## src/rtl/systolic_result_drain_if.sv

```systemverilog
// ---------------------------------------------------------------------------
// systolic_result_drain_if
//
// Result stream between the systolic result drain and the result memory/bus.
// A word moves on every rising edge where res_val and res_rdy are both high.
//
// Build option:
//   SYSTOLIC_DRAIN_TAG_EN - when defined, res_msg carries {row, col, data}
//                           (data in the LSBs); otherwise data only.
//
// Signals:
//   res_msg  result word (NBITS, or NBITS+2*$clog2(SIZE) when tagged)
//   res_val  res_msg holds a valid word
//   res_rdy  consumer can take a word this cycle
//
// Modports:
//   master  drain side (drives res_msg/res_val, reads res_rdy)
//   slave   consumer side (reads res_msg/res_val, drives res_rdy)
// ---------------------------------------------------------------------------
interface systolic_result_drain_if #(
    parameter int SIZE  = 4,
    parameter int NBITS = 16
);
    localparam int IDX_W = $clog2(SIZE);
`ifdef SYSTOLIC_DRAIN_TAG_EN
    localparam int MSG_W = NBITS + 2 * IDX_W;
`else
    localparam int MSG_W = NBITS;
`endif

    logic [MSG_W-1:0] res_msg;
    logic             res_val;
    logic             res_rdy;

    modport master (
        output res_msg,
        output res_val,
        input  res_rdy
    );

    modport slave (
        input  res_msg,
        input  res_val,
        output res_rdy
    );
endinterface

```

## src/rtl/systolic_result_drain.sv

```systemverilog
// ---------------------------------------------------------------------------
// systolic_result_drain
//
// Downstream stage of the systolic datapath. Once a matrix multiply has
// finished, start kicks off a walk over all SIZE x SIZE PE accumulators in
// row-major order through the datapath's result select (out_en/out_rsel/
// out_csel). The selected accumulator comes back combinationally on b_s_out,
// is captured into a one-deep output register and streamed out on the
// val/rdy result interface. busy stays high for the whole drain so the
// controller keeps mac_en low and the accumulators stay frozen.
//
// Build option:
//   SYSTOLIC_DRAIN_TAG_EN - when defined, each result word also carries the
//                           row/col index of the captured element as
//                           {row, col, data}. Cycle behaviour is identical.
//
// Parameters:
//   SIZE   array dimension, power of two, >= 2
//   NBITS  accumulator / result word width
//
// Ports:
//   clk       rising-edge clock
//   rst_n     asynchronous active-low reset
//   start     pulse: accumulators are valid, begin drain (ignored unless idle)
//   busy      high from the cycle after an accepted start through done
//   done      one-cycle pulse after the last result handshake
//   out_en    result select enable toward the datapath
//   out_rsel  row select toward the datapath
//   out_csel  column select toward the datapath
//   b_s_out   selected accumulator from the datapath (combinational)
//   res       result stream (master side)
// ---------------------------------------------------------------------------
module systolic_result_drain #(
    parameter int SIZE  = 4,
    parameter int NBITS = 16
) (
    input  logic                      clk,
    input  logic                      rst_n,
    input  logic                      start,
    output logic                      busy,
    output logic                      done,
    output logic                      out_en,
    output logic [$clog2(SIZE)-1:0]   out_rsel,
    output logic [$clog2(SIZE)-1:0]   out_csel,
    input  logic [NBITS-1:0]          b_s_out,
    systolic_result_drain_if.master   res
);

    localparam int IDX_W = $clog2(SIZE);
`ifdef SYSTOLIC_DRAIN_TAG_EN
    localparam int MSG_W = NBITS + 2 * IDX_W;
`else
    localparam int MSG_W = NBITS;
`endif

    localparam logic [IDX_W-1:0] IDX_ONE = IDX_W'(1);
    localparam logic [IDX_W-1:0] IDX_MAX = IDX_W'(SIZE - 1);

    localparam logic [1:0] ST_IDLE  = 2'd0;
    localparam logic [1:0] ST_DRAIN = 2'd1;
    localparam logic [1:0] ST_FLUSH = 2'd2;
    localparam logic [1:0] ST_DONE  = 2'd3;

    logic [1:0]       state_q, state_d;
    logic [IDX_W-1:0] row_q,   row_d;
    logic [IDX_W-1:0] col_q,   col_d;
    logic [MSG_W-1:0] msg_q,   msg_d;
    logic             val_q,   val_d;
    logic             load;
    logic [MSG_W-1:0] capture;

    // Word captured from the datapath for the element currently selected.
`ifdef SYSTOLIC_DRAIN_TAG_EN
    assign capture = {row_q, col_q, b_s_out};
`else
    assign capture = b_s_out;
`endif

    always_comb begin
        state_d = state_q;
        row_d   = row_q;
        col_d   = col_q;
        msg_d   = msg_q;
        val_d   = val_q;
        load    = 1'b0;

        case (state_q)
            ST_IDLE: begin
                if (start) begin
                    state_d = ST_DRAIN;
                    row_d   = '0;
                    col_d   = '0;
                end
            end

            ST_DRAIN: begin
                // The output register can take a new word when it is empty
                // or its current word leaves on this same edge.
                load = !val_q || res.res_rdy;
                if (load) begin
                    msg_d = capture;
                    val_d = 1'b1;
                    // Counters are exactly IDX_W wide, so the wrap back to
                    // zero at SIZE-1 is plain overflow.
                    col_d = col_q + IDX_ONE;
                    if (col_q == IDX_MAX) begin
                        row_d = row_q + IDX_ONE;
                        if (row_q == IDX_MAX) begin
                            state_d = ST_FLUSH;
                        end
                    end
                end
            end

            ST_FLUSH: begin
                // Last word is still in the output register; wait for it
                // to be taken before declaring the drain finished.
                if (res.res_rdy) begin
                    val_d   = 1'b0;
                    state_d = ST_DONE;
                end
            end

            ST_DONE: begin
                state_d = ST_IDLE;
            end

            default: begin
                state_d = ST_IDLE;
            end
        endcase
    end

    always_ff @(posedge clk or negedge rst_n) begin
        if (!rst_n) begin
            state_q <= ST_IDLE;
            row_q   <= '0;
            col_q   <= '0;
            msg_q   <= '0;
            val_q   <= 1'b0;
        end else begin
            state_q <= state_d;
            row_q   <= row_d;
            col_q   <= col_d;
            msg_q   <= msg_d;
            val_q   <= val_d;
        end
    end

    // Selects are driven straight from the counters so the datapath returns
    // the addressed accumulator within the same cycle; they are parked at
    // zero outside the drain.
    always_comb begin
        busy     = (state_q != ST_IDLE);
        done     = (state_q == ST_DONE);
        out_en   = (state_q == ST_DRAIN);
        out_rsel = (state_q == ST_DRAIN) ? row_q : '0;
        out_csel = (state_q == ST_DRAIN) ? col_q : '0;
    end

    assign res.res_msg = msg_q;
    assign res.res_val = val_q;

    // A stalled word must stay put until the consumer takes it.
    a_stall_hold: assert property (
        @(posedge clk) disable iff (!rst_n)
        (res.res_val && !res.res_rdy) |=> (res.res_val && $stable(res.res_msg))
    );

    // done is a single-cycle pulse.
    a_done_pulse: assert property (
        @(posedge clk) disable iff (!rst_n)
        done |=> !done
    );

    // The accumulators are only addressed while the drain owns them.
    a_en_busy: assert property (
        @(posedge clk) disable iff (!rst_n)
        out_en |-> busy
    );

endmodule
```

## src/flat_wrapper.sv

```systemverilog
// flat-port wrapper written by rule: the top's interface ports become plain ports
module systolic_result_drain_flat 
#(
    parameter int SIZE  = 4,
    parameter int NBITS = 16
)
  (clk, rst_n, start, busy, done, out_en, out_rsel, out_csel, b_s_out, res_res_msg, res_res_val, res_res_rdy);
  systolic_result_drain_if #(.SIZE(SIZE), .NBITS(NBITS)) res_i ();
  input  logic clk;
  input  logic rst_n;
  input  logic start;
  output logic busy;
  output logic done;
  output logic out_en;
  output logic [$clog2(SIZE)-1:0] out_rsel;
  output logic [$clog2(SIZE)-1:0] out_csel;
  input  logic [NBITS-1:0] b_s_out;
  output wire logic [$bits(res_i.res_msg)-1:0] res_res_msg;
  output wire logic [$bits(res_i.res_val)-1:0] res_res_val;
  input wire logic [$bits(res_i.res_rdy)-1:0] res_res_rdy;
  assign res_res_msg = res_i.res_msg;
  assign res_res_val = res_i.res_val;
  assign res_i.res_rdy = res_res_rdy;
  systolic_result_drain #(.SIZE(SIZE), .NBITS(NBITS)) u_core (.clk(clk), .rst_n(rst_n), .start(start), .busy(busy), .done(done), .out_en(out_en), .out_rsel(out_rsel), .out_csel(out_csel), .b_s_out(b_s_out), .res(res_i));
endmodule
```

## config.mk

```make
export PLATFORM = sky130hd
export DESIGN_NAME = systolic_result_drain_flat
export DESIGN_NICKNAME = d
export VERILOG_FILES = /design/src/rtl/systolic_result_drain_if.sv /design/src/rtl/systolic_result_drain.sv /design/src/flat_wrapper.sv
export SDC_FILE = /design/constraint.sdc
export NUM_CORES = 1
export LEC_CHECK = 0
export CAP_MARGIN = 20
export CORE_MARGIN = 8
export CORE_UTILIZATION = 45
export CTS_CLUSTER_SIZE = 20
export DETAILED_ROUTE_END_ITERATION = 8
export PLACE_DENSITY = 0.83
export SLEW_MARGIN = 20
export SYNTH_ARGS = -nofsm -noshare
export SYNTH_HDL_FRONTEND = slang
export SYNTH_SLANG_ARGS = --single-unit
export TNS_END_PERCENT = 50
```

## constraint.sdc

```tcl
create_clock -name clk -period 4.4 [get_ports clk]
set_input_delay 0.88 -clock clk [delete_from_list [all_inputs] [get_ports clk]]
set_output_delay 0.88 -clock clk [all_outputs]
set_load 0.01 [all_outputs]
```

== Word level (Yosys, flattened, before mapping) ==
Index checks and enable logic that the tools add are counted.

* Memory bits (writable): 0
* ROM bits: 0
* Word-level logic and storage cells: 45
* Latch bits: 0
* Memories: 0
* Register bits after elaboration: 23

* Bitwise gates (word level): 0
* Shifts and indexed selects: 0
* Multiply operators: 0
* Eq/ne operators: 10
* Reduce and logical (&&, ||, !) cells: 11
* Div/mod/pow operators: 0
* Add/sub/neg operators: 2
* Magnitude comparators: 0
* Mux-type cells: 17

{| class="wikitable"
|+ Operator list
! kind !! number
|-
| 2-bit 2-to-1 mux || 11
|-
| 2-bit equality test (second input constant) || 4
|-
| 2-bit case mux with 2 select lines || 2
|-
| 2-bit case mux with 4 select lines || 1
|-
| 2-bit by 1-bit != test with 1-bit output (second input constant) || 3
|-
| 3-bit AND reduction || 2
|-
| 2-bit nonzero test || 3
|-
| 5-bit AND reduction || 1
|-
| 2-bit by 1-bit adder with 2-bit output (second input constant) || 2
|-
| 2-bit != test (second input constant) || 2
|-
| 4-bit AND reduction || 1
|-
| 2-bit by 1-bit equality test with 1-bit output (second input constant) || 1
|-
| 2-bit zero test || 1
|-
| 1-bit 2-to-1 mux || 2
|-
| 1-bit case mux with 2 select lines || 1
|-
| 2-bit AND reduction || 1
|-
| 1-bit zero test || 1
|-
| 1-bit logical OR || 1
|}

== Depth between registers and ports, before layout ==
* Word-level depth: 5
* Depth in mapped cells: 7
* Gate-level depth less buffers: 6

== Worst setup path before layout ==
No wires, ideal clock.

* Path type: input port to flip-flop
* From: in res_res_rdy
* To: reg u_core.state_q[1]
* Slack: 2.581 ns
* Buffers on the path: 0
* Setup time: 0.125 ns
* Arrival time: 1.694 ns
* Data required time: 4.275 ns
* Cell stages on the path: 4
* Cell sequence: inv_1 -> a222oi_1 -> and2_4 -> mux2_4

* Cells in the longest elaborated chain, start to end: 3
* Elaborated cells between the ends (all ways): 4

{| class="wikitable"
|+ Ends and longest elaborated chain
! element !! line !! text
|-
| from (decl) || flat_wrapper.sv:20 || <nowiki>input wire logic [$bits(res_i.res_rdy)-1:0] res_res_rdy;</nowiki>
|-
| 1-bit logical OR || systolic_result_drain.sv:99 || <nowiki>load = !val_q || res.res_rdy;</nowiki>
|-
| 2-bit by 1-bit != test with 1-bit output (no source line) || -- ||
|-
| 5-bit AND reduction (no source line) * || -- ||
|-
| to (signal assigned) || systolic_result_drain.sv:142 || <nowiki>state_q <= state_d;</nowiki>
|-
| to (decl) || systolic_result_drain.sv:64 || <nowiki>logic [1:0] state_q, state_d;</nowiki>
|}

Every way passes the cells marked *; elsewhere a longest branch is shown, timed or not.
A chain may end at the register's enable or synchronous reset.

== Worst setup path after layout ==
* From: reg u_core.state_q[1]
* To: out out_csel[0]

* Cells in the longest elaborated chain, start to end: 2

{| class="wikitable"
|+ Ends and longest elaborated chain
! element !! line !! text
|-
| 2-bit by 1-bit equality test with 1-bit output || systolic_result_drain.sv:158 || <nowiki>out_csel = (state_q == ST_DRAIN) ? col_q : '0;</nowiki>
|-
| 2-bit 2-to-1 mux || systolic_result_drain.sv:158 ||
|-
| to (decl) || flat_wrapper.sv:16 || <nowiki>output logic [$clog2(SIZE)-1:0] out_csel;</nowiki>
|}

No other way between the ends.

==> key figures <==
Status
  – Status: completed

Synth
  – Synth warn: 0
  – Top-count cell post-synth: dfrtp_1
  – Yosys reg bits: 23
  – Syn Std Cell Area: 0.001096 mm²
  – Post-synth EDFFs: 0
  – Post-synth top area cell: dfrtp_1
  – Syn avg cell area: 13.05 µm²
  – Mapped Cells: 84
  – Sequential cell area fraction in the yosys report: 0.5251
  – Commonest cells in the netlist: 23 x dfrtp_1, 11 x mux2_1, 8 x ha_1, 8 x inv_1, 6 x mux2_2
  – Asr flop ratio synth: 1.000
  – Distinct cells, synth: 23
  – Share of the synthesized area in the top cell type: 0.5251
  – Main synth FF type: dfrtp_1
  – Mapped Nets: 112
  – Top cells by area, synth: dfrtp_1 53%, mux2_1 11%, ha_1 9.1%, mux2_2 6.2%, mux2i_1 2.7%

Clock tree
  – Clk Latency, worst-skew pair: 300 ps
  – Clock buffer depth: 2
  – CTS buffer count: 3
  – Reg clk slew, reported paths: 130 ps
  – CTS Sinks: 23
  – CTS Hold Buffers Added: 0
  – CTS H-tree lvls: 1
  – Setup repair bufs after CTS: 0
  – PostCTS Resize Cnt: 0
  – CTS tree: yes
  – Clock Tree Root: clkbuf_4

Floorplanning
  – Io pins: 44
  – Die area: 0.004271 mm²
  – Core area: 0.002387 mm²
  – Rows: 18
  – Die Ht: 65.35 µm
  – Initial Util: 0.4591
  – Chip width: 65.35 µm

Routing
  – Routed wire per std cell: 14.70 µm
  – Vias per inst: 4.792
  – Final wirelength: 2.338 mm
  – Via count: 762
  – # DRC: 0
  – Routed Antenna Nets: 0
  – Iteration-0 DRC Markers: 16
  – DRT Pass-1 Iters: 4

Global route
  – Largest net degree at the start of global routing: 24
  – Initial antenna violation count: 0
  – GRT Util Overall: 0.1119
  – Grt ovf: 0
  – First-pass GRT wire length: 3.829 mm
  – Number of global-route vias before repair: 788

STA
  – Period utilization: 0.6477
  – Slew @ Worst Pin: 505.1 ps
  – Minimum clock period after layout: 2850 ps
  – Setup-failing EPs final: 0
  – Final setup TNS: 0 ps
  – Layout Skew: 12.16 ps
  – Fin. max-slew vios: 0
  – Slew Limit Headroom: 0.6633
  – RSZ-0062 raised after global routing: false
  – Max Clk Rate: 350.9 MHz
  – Final Hold Vio Count: 0

Pwr
  – Cell internal pwr: 0.0006918 W
  – NetSw: 0.0003619 W
  – PwrDens: 672.1 mW/mm²
  – Clock share of power: 0.089
  – Maximum vdd drop: 0.3713 mV
  – Final Power: 0.001054 W
  – Sw Share: 0.3434
  – Pleak: 0.6946 nW
  – Sequential share of power: 0.356
  – Logic pwr share: 0.555

Layout
  – Area grow syn2layout: 43.04%
  – Layout Utilization: 0.6567
  – Finished Cell Area: 0.001568 mm²
  – Layout cells sized above 1: 0.1163
  – Net count, final: 158
  – Fill count: 208
  – Reg area: 575.6 µm²
  – Inserted Diodes: 0
  – Multi-input logic area: 471.7 µm²

Place
  – Final Wtd Congestion: 0.7370
  – HPWL Detailed: 1.850 mm
  – Post-DP Area: 0.001545 mm²
  – IO Port Bufs: 43

Setup path
  – Required time of the critical path: 3520 ps
  – Setup crit start kind: flop
  – Crit path DAT: 1970 ps
  – Kind of critical path: flop to output pin
  – CP Capture Type: output pin
  – Worst Path Max Fanout: 10

Job
  – Number of max-cap violations: 0

Min path
  – HP Class: flop to flop
metrics by stage:
step                      hold slack (ps)  cells  worst slack (ps)
after global routing                525.9    159              1395
after global placement              473.5    155              1956
after floorplan                     470.1     84              2581
after CTS                           511.0    159              1533
final                               505.7    159              1550
after detailed placement            481.3    155              1908
kinds of logic (layout without fill, tap and decap cells):
group | Yosys count | in the layout | synth area share
DFF | 23 | 23 | 0.5251
muxes | 21 | 21 | 0.2157
and+or+nand+nor | 15 | 15 | 0.07420
buffers and inverters | 10 | 55 | 0.04452
adders and majority gates | 8 | 8 | 0.09133
AOI/OAI and AO/OA | 7 | 7 | 0.04909
per-layer routing:
layer / vias to the layer above / track usage / wire length [µm]
li1: 374 / - / -
met1: 353 / 0.1372 / 1054
met2: 33 / 0.1710 / 1003
met3: 2 / 0.04762 / 270
met4: 0 / 0.04087 / 10
met5: - / 0 / 0
cells in the final DEF, fill, tap and decap left out, types with 2 or more instances in the layout:
master	instances
dfrtp_1	23
clkdlybuf4s50_1	42
mux2_2	6
nor2_1	2
inv_1	8
nand2_1	4
mux2_1	11
ha_1	8
mux2i_1	3
clkbuf_4	3
o21ai_0	2
and2_1	4
worst max-delay path: stages (launching register included):
cell	delay (ps)
dfrtp_1	430
inv_1	130
ha_1	380
and2_1	190
clkdlybuf4s50_1	530
path summary, 6_finish.rpt:
path,from,to,slack [ps],depth (start not counted)
worst max-delay path,u_core.state_q[1],out_csel[0],1550,4
worst min-delay path,u_core.res.res_msg[14],u_core.res.res_msg[14],510,1
worst max register to register,u_core.state_q[1],u_core.state_q[1],2610,5
worst min register to register,u_core.res.res_msg[14],u_core.res.res_msg[14],510,1
max in group asynchronous,rst_n,u_core.row_q[1],3530,1
min in group asynchronous,rst_n,u_core.res.res_msg[0],520,1
state kept, by name, summed over array words and instances, names as in the netlist:
register	cells
u_core.res.res_msg	16
u_core.state_q	2
u_core.col_q	2
u_core.res.res_val	1
u_core.row_q	2
layout make-up:
class / instances / area share
clock buffers: 3 / 0.01437
inverters: 8 / 0.01915
flip-flops and latches: 23 / 0.3671
multi-input cells: 51 / 0.3009
well taps: 30 / 0.02394
repair buffers: 43 / 0.2713
clock inverters: 1 / 0.003192
power groups by stage:
stage	registers (W)	logic [W]	clock network [W]
after floorplan	0.000411	0.000291	0
after global placement	0.000373	0.000579	0
after detailed placement	0.000382	0.000592	0
after CTS	0.000377	0.000595	0.0000986
after global routing	0.000389	0.000637	0.000109
final	0.000375	0.000584	0.0000940
Note: power is estimated with default switching activity, not from simulation.
==> edit 1: new RTL, same settings <==
`NBITS` is set to 16 in 3 places; all go to 24.
--- a/src/rtl/systolic_result_drain_if.sv
+++ b/src/rtl/systolic_result_drain_if.sv
@@ -21,3 +21,3 @@
     parameter int SIZE  = 4,
-    parameter int NBITS = 16
+    parameter int NBITS = 24
 );
--- a/src/rtl/systolic_result_drain.sv
+++ b/src/rtl/systolic_result_drain.sv
@@ -34,3 +34,3 @@
     parameter int SIZE  = 4,
-    parameter int NBITS = 16
+    parameter int NBITS = 24
 ) (
--- a/src/flat_wrapper.sv
+++ b/src/flat_wrapper.sv
@@ -4,3 +4,3 @@
     parameter int SIZE  = 4,
-    parameter int NBITS = 16
+    parameter int NBITS = 24
 )
Interface: changed (resized b_s_out and res_res_msg); port bits go from 44 to 60. The function was not compared with the original's and may differ.
==> edit 1 against the unedited design <==
- total power grew 34%
- sequential cell count grew 8
- clock skew shrank 0.0081 ns
- clock power grew 65%
- area after synthesis grew 27%
- highest routed layer unchanged
- critical path depth is the same
- worst setup slack lost 0.0087 ns
- core utilization grew 2.9 points
- design area grew 31%
- routed wire length grew 37%
- count of clock-buffer cells in the layout grew 2
==> edit 1: results (changes against the unedited design) <==
- Synth cell types: 23 (unchanged)
- Clock H-tree levels: 2 (+1)
- Peak supply drop: 0.000386 V (+3.9%)
- GR Layer Usage met3: 5.44% (+0.68 points)
- Ant. Diodes: 0 (unchanged)
- Delay-heaviest family, CP: buffers and inverters
- Largest net degree at the start of global routing: 32 (+33%)
- FILL cells: 235 (+13%)
- Syn_nets: 137 (+22%)
- Routability cong.: 0.741 (+0.52%)
- Area contributors post-synth: dfrtp_1, mux2_1, ha_1
- M1 GR Usage: 15.7% (+1.9 points)
- Hpwl dp: 2520 µm (+36%)
- Final nets: 201 (+27%)
- Async SR Flop Fraction: 100% (unchanged)
- Max Buffers Root-to-Sink: 2 (unchanged)
- HP Class: reg -> reg
- Internal power: 0.925 mW (+34%)
- Pre-CTS setup slack: 1.89 ns (-0.0166 ns)
- Skew-Pair Late Insertion Delay: 0.31 ns
- Met3 wire length: 303 µm (+12%)
- DR WL met2: 1460 µm (+46%)
- Grt total ovfl: 0 (unchanged)
- Status: finished, final reports clean
- Initial antenna violation count: 0 (unchanged)
- Buffers on Ports: 59 (+37%)
- Routed metal-1 wire length: 1410 µm (+33%)
- Slowest-stage cell, CP: clkdlybuf4s50_1
- Clock Skew: 0.00411 ns (-0.00805 ns)
- Post-DP Area: 0.00201 mm² (+30%)
- Post-DRT Antenna Nets: 0 (unchanged)
- DRT iter0 DRCs: 33 (+17)
- Post-Synth XOR/XNOR Area: 0% (unchanged)
- Slew margin rel.: 62.6% (-3.7 points)
- Clock-pin slew on the worst setup and hold paths: 0.10 ns (-0.03 ns)
- GR Util met2: 19.6% (+2.5 points)
- Post-CTS sizing: 0 (unchanged)
- Drt pass-1 iters: 4 (unchanged)
- Synth Area in Compound Gates: 3.86% (-1.0 points)
- Total CTS buffers: 5 (+2)
- Crit path largest cell delay: 0.53 ns (about the same)
- Total GRT Usage: 13.0% (+1.8 points)
- Routed WL: 3210 µm (+37%)
- Register area share after synthesis: 55.7% (+3.1 points)
- Share of layout cells above drive strength 1: 10.2% (-1.4 points)
- Leak pwr: 0.905 nW (+30%)
- Synth Area in Adders: 7.18% (-2.0 points)
- Global-route wire length before repair: 5160 µm (+35%)
- Top cells by count, synth: dfrtp_1, mux2_1, ha_1, inv_1
- Post-synthesis mux area share: 23.4% (+1.9 points)
- Uppermost layer routed: met4
- Crit-path max FO: 10 (unchanged)
- Vias in the first global route: 1065 (+35%)
- Arrival time worst endpoint: 1.98 ns
- CTS hold repair buffers: 0 (unchanged)
- Vias: 988 (+30%)
- Largest register FFs: 24 (+8)
- CTS tree: done
- Setup repair bufs after CTS: 0 (unchanged)
-- edit 1: final cells by class --
class | count | area (µm²) | share of cell area (%)
sequential | 31 | 776 | 37.7
timing repair buffer | 60 | 598 | 29.0
multi-input combinational | 59 | 562 | 27.3
tap | 33 | 41.3 | 2.00
clock buffer | 5 | 37.5 | 1.82
inverter | 8 | 30.0 | 1.46
clock inverter | 3 | 15.0 | 0.729
-- edit 1: per-stage QoR --
stage | util [%] | cells
finish | 68.6 | 199
global route | 68.6 | 199
CTS | 68.6 | 199
detailed placement | 66.8 | 191
global placement | 66.8 | 191
floorplan | - | 101
-- edit 1: cell families after synthesis --
group                      after synthesis
AOI/OAI and AO/OA                        7
adders and majority gates                8
buffers and inverters                   11
DFF                                     31
muxes                                   29
and+or+nand+nor                         15
-- edit 1: worst paths after layout --
kind                                       start                     end  cells past startpoint  slack (ns)
setup / recovery               u_core.state_q[1]             out_csel[1]                      4        1.54
hold / removal             u_core.res.res_msg[0]   u_core.res.res_msg[0]                      1        0.50
setup reg to reg               u_core.state_q[1]  u_core.res.res_msg[23]                      4        2.46
hold reg to reg            u_core.res.res_msg[0]   u_core.res.res_msg[0]                      1        0.50
max in group asynchronous                  rst_n         u_core.row_q[1]                      2        3.17
min in group asynchronous                  rst_n   u_core.res.res_msg[6]                      2        0.95
-- edit 1: power by group through the flow --
| stage | clock [mW] | sequential, mW | combinational, mW |
|---|---|---|---|
| 5_1_grt | 0.174 | 0.531 | 0.805 |
| 6_report | 0.155 | 0.510 | 0.744 |
| 2_1_floorplan | 0 | 0.560 | 0.336 |
| 4_1_cts | 0.160 | 0.512 | 0.756 |
| 3_3_place_gp | 0 | 0.504 | 0.730 |
| 3_5_place_dp | 0 | 0.518 | 0.753 |
==> edit 2: new RTL, same settings <==
Without the edit above. Make the reset (`rst_n`) synchronous in one clocked block. Comments in the files are not updated.
--- a/src/rtl/systolic_result_drain.sv
+++ b/src/rtl/systolic_result_drain.sv
@@ -133,3 +133,3 @@
 
-    always_ff @(posedge clk or negedge rst_n) begin
+    always_ff @(posedge clk) begin
         if (!rst_n) begin
Formal check against the unedited RTL: differs if rst_n is asserted again (counterexample within 4 cycles, from zero or initial values and one cycle with rst_n low); with rst_n held inactive, the same outputs for 10 cycles.
==> edit 2 against the unedited design <==
- core utilization down 0.53 points
- total power down 28%
- die area up 3.8%
- non-clock buffer count unchanged
- routed wire length up 15%
- fmax up 3.1%
- design area up 2.0%
- area after synthesis up 5.0%
- sequential cell count unchanged
- worst setup slack better by 0.086 ns
==> edit 2: results (changes against the unedited design) <==
- Delay-heaviest family, CP: buffers and inverters
- Synth Area in Adders: 8.70% (-0.44 points)
- Total GRT Usage: 12.1% (+0.93 points)
- Largest net degree at the start of global routing: 30 (+25%)
- Arrival time worst endpoint: 1.88 ns (-0.09 ns)
- Routed WL: 2690 µm (+15%)
- Vias in the first global route: 1018 (+29%)
- Global-route wire length before repair: 4430 µm (+16%)
- Synth Area in Compound Gates: 19.3% (+14 points)
- Worst flop-to-flop path endpoint: u_core.res.res_msg[14]
- Hold Path Depth: 2 (+1)
- Routability cong.: 0.772 (+4.7%)
- Status: finished, final reports clean
- Area contributors post-synth: dfxtp_1, nand2_1, a21boi_2
- Hpwl dp: 2170 µm (+17%)
- Hold_sp: u_core.res.res_msg[7]
- DRT iter0 DRCs: 24 (+8)
- Crit-path max FO: 10 (unchanged)
- Pre-CTS setup slack: 1.91 ns (+0.00626 ns)
- Vias: 984 (+29%)
- Syn_nets: 156 (+39%)
- Avg Cell Area, Syn: 8.99 µm² (-31%)
- Min-Delay Endpoint: u_core.res.res_msg[7]
- Async SR Flop Fraction: 0% (-100 points)
- Cells after DPL: 194 (+25%)
- Top FF cell, synth: dfxtp_1
- Register area share after synthesis: 40.0% (-13 points)
- Synth cell types: 24 (+4.3%)
- Post-synthesis mux area share: 3.48% (-18 points)
- Peak supply drop: 0.000423 V (+14%)
- Leak pwr: 0.594 nW (-14%)
- Reg2Reg Launch Point: u_core.state_q[1]
- Slew margin rel.: 43.4% (-23 points)
- Clock Skew: 0.00649 ns (-0.00567 ns)
- Skew-Pair Late Insertion Delay: 0.31 ns
- Final Instance Count excl. Fillers: 198 (+25%)
- Share of layout cells above drive strength 1: 10.7% (-0.91 points)
- Top cells by count, synth: nand2_1, dfxtp_1, a21boi_2
- Clock-pin slew on the worst setup and hold paths: 0.13 ns (about the same)
[edit 2: metal layers]
metal | GRT usage [%] | share of wire [%] | up-vias
met3 | 5.70 | 11 | 0
met4 | 0.800 | 0 | 0
li1 | - | - | 495
met1 | 12.1 | 40 | 451
met2 | 22.9 | 49 | 38
met5 | 0 | 0 | -
[edit 2: final cells by class]
cell class / instances / area, µm²
Inverter: 5 / 18.8
Sequential cell: 23 / 460
Multi-Input combinational cell: 93 / 624
Clock buffer: 3 / 22.5
Clock inverter: 1 / 5.00
Tap cell: 30 / 37.5
Timing Repair Buffer: 43 / 430
Fill cell: 202 / 856
[edit 2: how the worst max path moves through the flow]
stage | to | start | slack [ns] | depth (start not counted)
global placement | u_core.res.res_msg[8] | res_res_rdy | 2.00 | 5
floorplan | out_csel[0] | u_core.state_q[1] | 2.59 | 4
finish | out_rsel[1] | u_core.state_q[1] | 1.64 | 4
CTS | out_rsel[0] | u_core.state_q[1] | 1.60 | 4
detailed placement | u_core.res.res_msg[14] | res_res_rdy | 1.91 | 5
global route | out_rsel[1] | u_core.state_q[1] | 1.47 | 4
[edit 2: tightest hold or removal path, stage by stage, from the launching register on]
cell and delay (ns):
dfxtp_1 0.33, nand2_1 0.07, a21boi_2 0.05
[edit 2: logic make-up after synthesis]
group / count (synthesis)
AO/OA/AOI/OAI: 25
adder cells (fa/ha/maj): 8
buffers and inverters: 12
flip-flops: 23
multiplexers: 4
AND/OR/NAND/NOR: 56
[edit 2: report_power, final]
part	internal (mW)	switching, mW
sequential	0.254	0.0319
clock	0.0340	0.0619
combinational	0.186	0.187
[edit 2: through the flow]
step / hold WS, ns / total power [mW] / utilization [%] / area (µm²)
final: 0.475 / 0.755 / 65.1 / 1600
after global placement: 0.454 / 0.653 / 64.0 / 1570
after global routing: 0.500 / 0.813 / 65.1 / 1600
after CTS: 0.479 / 0.762 / 65.1 / 1600
after detailed placement: 0.462 / 0.668 / 64.0 / 1570
after floorplan: 0.450 / 0.536 / - / 1150
